[config.mk]
export PLATFORM = sky130hd
export DESIGN_NAME = reg_ctx_sequencer
export DESIGN_NICKNAME = d
export VERILOG_FILES = /design/src/rtl/reg_ctx_sequencer.sv
export SDC_FILE = /design/constraint.sdc
export NUM_CORES = 1
export LEC_CHECK = 0
export BUFFER_PORTS_ARGS = -buffer_cell sky130_fd_sc_hd__buf_2
export CAP_MARGIN = 5
export CORE_MARGIN = 2
export CORE_UTILIZATION = 33
export DETAILED_ROUTE_END_ITERATION = 8
export GPL_TIMING_DRIVEN = 0
export PLACE_DENSITY = 0.66
export SLEW_MARGIN = 30
export SYNTH_ARGS = -nofsm -noshare
export SYNTH_HDL_FRONTEND = slang
export SYNTH_SLANG_ARGS = --single-unit
[constraint.sdc]
create_clock -name clk -period 7.4 [get_ports clk]
set_input_delay 1.85 -clock clk [delete_from_list [all_inputs] [get_ports clk]]
set_output_delay 1.85 -clock clk [all_outputs]
set_load 0.02 [all_outputs]
[src/rtl/reg_ctx_sequencer.sv]
// reg_ctx_sequencer: dumps or reloads a register file context to memory,
// one word per accepted access, tolerant of arbitrary memory wait states.
module reg_ctx_sequencer #(
    parameter int WORD      = 16,
    parameter int REGISTERS = 8
) (
    input  logic                         clk,
    input  logic                         reset,
    input  logic                         save_req,
    input  logic                         restore_req,
    input  logic [WORD-1:0]              base_addr,
    input  logic                         mem_ready,
    input  logic [WORD-1:0]              mem_rd_data,
    input  logic [WORD-1:0]              rf_rd_data,
    output logic                         busy,
    output logic                         done,
    output logic [$clog2(REGISTERS)-1:0] rf_rd_addr,
    output logic [$clog2(REGISTERS)-1:0] rf_wr_addr,
    output logic [WORD/8-1:0]            rf_wr_en,
    output logic [WORD-1:0]              rf_wr_data,
    output logic                         mem_req,
    output logic                         mem_we,
    output logic [WORD-1:0]              mem_addr,
    output logic [WORD-1:0]              mem_wr_data
);
    localparam int IW = $clog2(REGISTERS);
    localparam int BW = WORD / 8;
    localparam logic [IW-1:0] LAST = IW'(REGISTERS - 1);

    typedef enum logic [1:0] {
        S_IDLE,
        S_SAVE,
        S_RESTORE,
        S_DONE
    } state_t;

    state_t          r_state;
    logic [IW-1:0]   r_idx;
    logic [WORD-1:0] r_base;
    logic            r_busy;
    logic            r_done;
    logic            r_req;
    logic            r_we;

    logic            w_save;
    logic            w_restore;
    logic [WORD-1:0] w_addr;

    assign w_save    = (r_state == S_SAVE);
    assign w_restore = (r_state == S_RESTORE);
    // index only advances on accepted beats, so the address holds during waits
    assign w_addr    = r_base + WORD'(r_idx) * WORD'(BW);

    always_ff @(posedge clk or negedge reset) begin
        if (!reset) begin
            r_state <= S_IDLE;
            r_idx   <= '0;
            r_base  <= '0;
            r_busy  <= 1'b0;
            r_done  <= 1'b0;
            r_req   <= 1'b0;
            r_we    <= 1'b0;
        end else begin
            unique case (r_state)
                S_IDLE: begin
                    if (save_req || restore_req) begin
                        r_state <= save_req ? S_SAVE : S_RESTORE;
                        r_base  <= base_addr;
                        r_idx   <= '0;
                        r_busy  <= 1'b1;
                        r_req   <= 1'b1;
                        r_we    <= save_req;
                    end
                end
                S_SAVE, S_RESTORE: begin
                    if (mem_ready) begin
                        if (r_idx == LAST) begin
                            r_state <= S_DONE;
                            r_req   <= 1'b0;
                            r_we    <= 1'b0;
                            r_done  <= 1'b1;
                        end else begin
                            r_idx <= r_idx + IW'(1);
                        end
                    end
                end
                S_DONE: begin
                    r_state <= S_IDLE;
                    r_busy  <= 1'b0;
                    r_done  <= 1'b0;
                    r_idx   <= '0;
                end
                default: r_state <= S_IDLE;
            endcase
        end
    end

    assign busy        = r_busy;
    assign done        = r_done;
    assign mem_req     = r_req;
    assign mem_we      = r_we;
    assign mem_addr    = r_req ? w_addr : '0;
    assign mem_wr_data = w_save ? rf_rd_data : '0;
    assign rf_rd_addr  = w_save ? r_idx : '0;
    assign rf_wr_addr  = w_restore ? r_idx : '0;
    assign rf_wr_en    = {BW{w_restore & mem_ready}};
    assign rf_wr_data  = w_restore ? mem_rd_data : '0;

endmodule
==> impl_metrics.env <==
export IMPL_outcome="complete, no violations"
export IMPL_post_cts_resized=0
export IMPL_cts_sinks=25
export IMPL_synthArstFlopShare_pct=100
export IMPL_cts_buffers=3
export IMPL_ant_nets=0
export IMPL_fin_worst_skew_ns=0.00214
export IMPL_leakagePower_nw=1.31
export IMPL_grt_pass1_wl_um=7470
export IMPL_start_util_pct=34.7
export IMPL_grt_overflow=0
export IMPL_fin_crit_sh_pct=63.2
export IMPL_hpwlAfterDp_um=3920
export IMPL_port_buffers=112
export IMPL_max_stage_delay_ns=0.52
export IMPL_start_kind="flop"
export IMPL_cp_arrival_ns=2.83
export IMPL_rows=26
export IMPL_htreeDepth=1
export IMPL_grt_util_met3_pct=3.49
export IMPL_syn_area_mm2=0.00179
export IMPL_area_growth_pct=38.8
export IMPL_syn_avg_cell_area_um2=9.30
export IMPL_drt_pass1_iter_count=4
export IMPL_ys_ff_latch=25
export IMPL_antenna_found_initial=0
export IMPL_use_met1_pct=19.1
export IMPL_die_area_mm2=0.00604
export IMPL_worstSetupPathType="flop to output pin"
export IMPL_nNetsFinal=374
export IMPL_finalPower_w=0.000980
export IMPL_coreArea_mm2=0.00517
export IMPL_cts_setup_buffers=0
export IMPL_track_usage_pct=15.3
export IMPL_ys_warn_count=0
export IMPL_whs_ns=0.508
export IMPL_power_per_cell_area_mw_per_mm2=393
export IMPL_die_height_um=77.7
export IMPL_synthTopCellsByCount="and2_1, dfrtp_1, mux2_2, a21oi_1, inv_1"
export IMPL_cts_tree="done"
export IMPL_clock_root_buffer="clkbuf_8"
export IMPL_synthTopCellsByArea="dfrtp_1, and2_1, mux2_2, ha_1, a21oi_1"
export IMPL_maxSlewViolCount=0
export IMPL_vdd_ir_drop_max_v=0.000168
export IMPL_clkLatencyLatePin_ns=0.27
export IMPL_min_path_type="flop to flop"
export IMPL_fmax_ghz=0.214
export IMPL_ios=113
export IMPL_setup_ws_ns=2.72
export IMPL_post_drt_wl_per_cell_um=12.4
export IMPL_dr_first_iter_drc_count=52
export IMPL_drive_above_1_share_pct=45.6
export IMPL_cts_hold_buf=0
export IMPL_synth_most_common_cell="and2_1"
export IMPL_synth_top_flop_cell="dfrtp_1"
export IMPL_synth_net_count=257
export IMPL_required_ns=5.55
export IMPL_pre_cts_ws_ns=3.06
export IMPL_synth_cell_types=41
export IMPL_busiest_layer="met2"
export IMPL_diodes=0
export IMPL_setup_tns_ns=0
export IMPL_first_global_vias=1650
export IMPL_wirelength_um=4690
export IMPL_post_route_util_pct=48.2
export IMPL_yosysTopAreaCell="dfrtp_1"
export IMPL_setup_viol=0
export IMPL_crit_slowest_cell="or4_1"
export IMPL_routabilityCongestion=0.797
export IMPL_worstMarginPinSlew_ns=0.648
export IMPL_maxSlewHeadroom_pct=56.5
export IMPL_synth_top_area_share_pct=34.9
export IMPL_cts_buffer_depth=2
export IMPL_gr_usage_met2_pct=27.1
export IMPL_vias_per_cell=4.58
export IMPL_vias=1736
export IMPL_die_x_um=77.7
export IMPL_cp_max_fo=7
export IMPL_grt_setup_unrepaired="false"
export IMPL_hold_viol_final=0
export IMPL_clk_pin_slew_ns=0.09
export IMPL_route_detailed_drc=0
export IMPL_synth_seq_area_share_pct=34.9
export IMPL_max_cap_violations=0
export IMPL_syn_inst=193
export IMPL_synth_edff_count=0
export IMPL_grt_start_max_net_pins=26
export IMPL_fin_crit_ns=4.68
export IMPL_cp_cell_sequence="ha_1, inv_1, fa_1, nor2b_1, o21ai_1, or4_1, a21oi_1, buf_2"
export IMPL_endpoint_kind="output pin"
[critical path, delay by kind of cell (launching register included)]
kind                     cells  cell delay [ns]
buffers and inverters        2             0.26
adder cells (fa/ha/maj)      2             0.63
AO/OA/AOI/OAI                2             0.41
AND/OR/NAND/NOR              2             0.82
flip-flops                   1             0.44
[kinds of logic after synthesis]
group           synth area share [%]
xor+xnor                        2.44
flops                           34.9
buf+inv                         4.67
fa+ha+maj                       8.09
mux                             11.2
compound gates                  12.6
simple gates                    26.2
[power by group]
group	switching [W]	internal [W]
logic	0.000359	0.000263
registers	0.0000709	0.000206
clock network	0.0000433	0.0000381
[sequential cells by signal (all words and copies together) (netlist names)]
| register | count |
|---|---|
| r_state | 2 |
| r_idx | 3 |
| r_base | 16 |
| busy | 1 |
| mem_we | 1 |
| done | 1 |
| mem_req | 1 |
[worst paths after layout]
check,start,cells past startpoint,endpoint,slack [ns]
worst max register to register,r_state[0],5,r_base[11],5.41
min in group asynchronous,reset,1,r_base[10],1.56
worst max-delay path,r_idx[0],8,mem_addr[15],2.72
max in group asynchronous,reset,1,mem_req,5.47
worst min-delay path,r_base[0],1,r_base[0],0.51
worst min register to register,r_base[0],1,r_base[0],0.51
[per-layer routing]
metal	part of all wire [%]	wire length, µm
met4	0.66	31
met2	51	2400
met3	3.9	181
met5	0	0
met1	44	2080
[per-stage QoR]
stage               cell area, µm²  instances
floorplan                     1790        193
global placement              2440        375
detailed placement            2440        375
CTS                           2490        379
global route                  2490        379
finish                        2490        379
[layout by cell type, fill, tap and decap left out, types with 2 or more instances in the layout]
cell type and instances:
buf_2 113, and2_1 41, dfrtp_1 25, mux2_2 16, inv_1 12, a21oi_1 12
ha_1 10, nand2_1 9, o21ai_0 8, nor2_1 7, clkbuf_1 4, nor2b_1 3
o31ai_1 3, or4_1 3, xor2_1 3, a31o_2 3, clkbuf_8 3, nand2b_1 2
mux2i_1 2, o21ai_1 2, o211ai_1 2, nand3_1 2, nor3_1 2, xnor2_1 2
nor3b_1 2
[cell type report]
class | instances | area [µm²]
Clock inverter | 1 | 7.51
Multi-Input combinational cell | 149 | 1080
Tap cell | 70 | 87.6
Inverter | 12 | 45.0
Sequential cell | 25 | 626
Fill cell | 528 | 2680
Buffer | 7 | 38.8
Timing Repair Buffer | 112 | 561
Clock buffer | 3 | 41.3
Note: power is estimated with default switching activity, not from simulation.
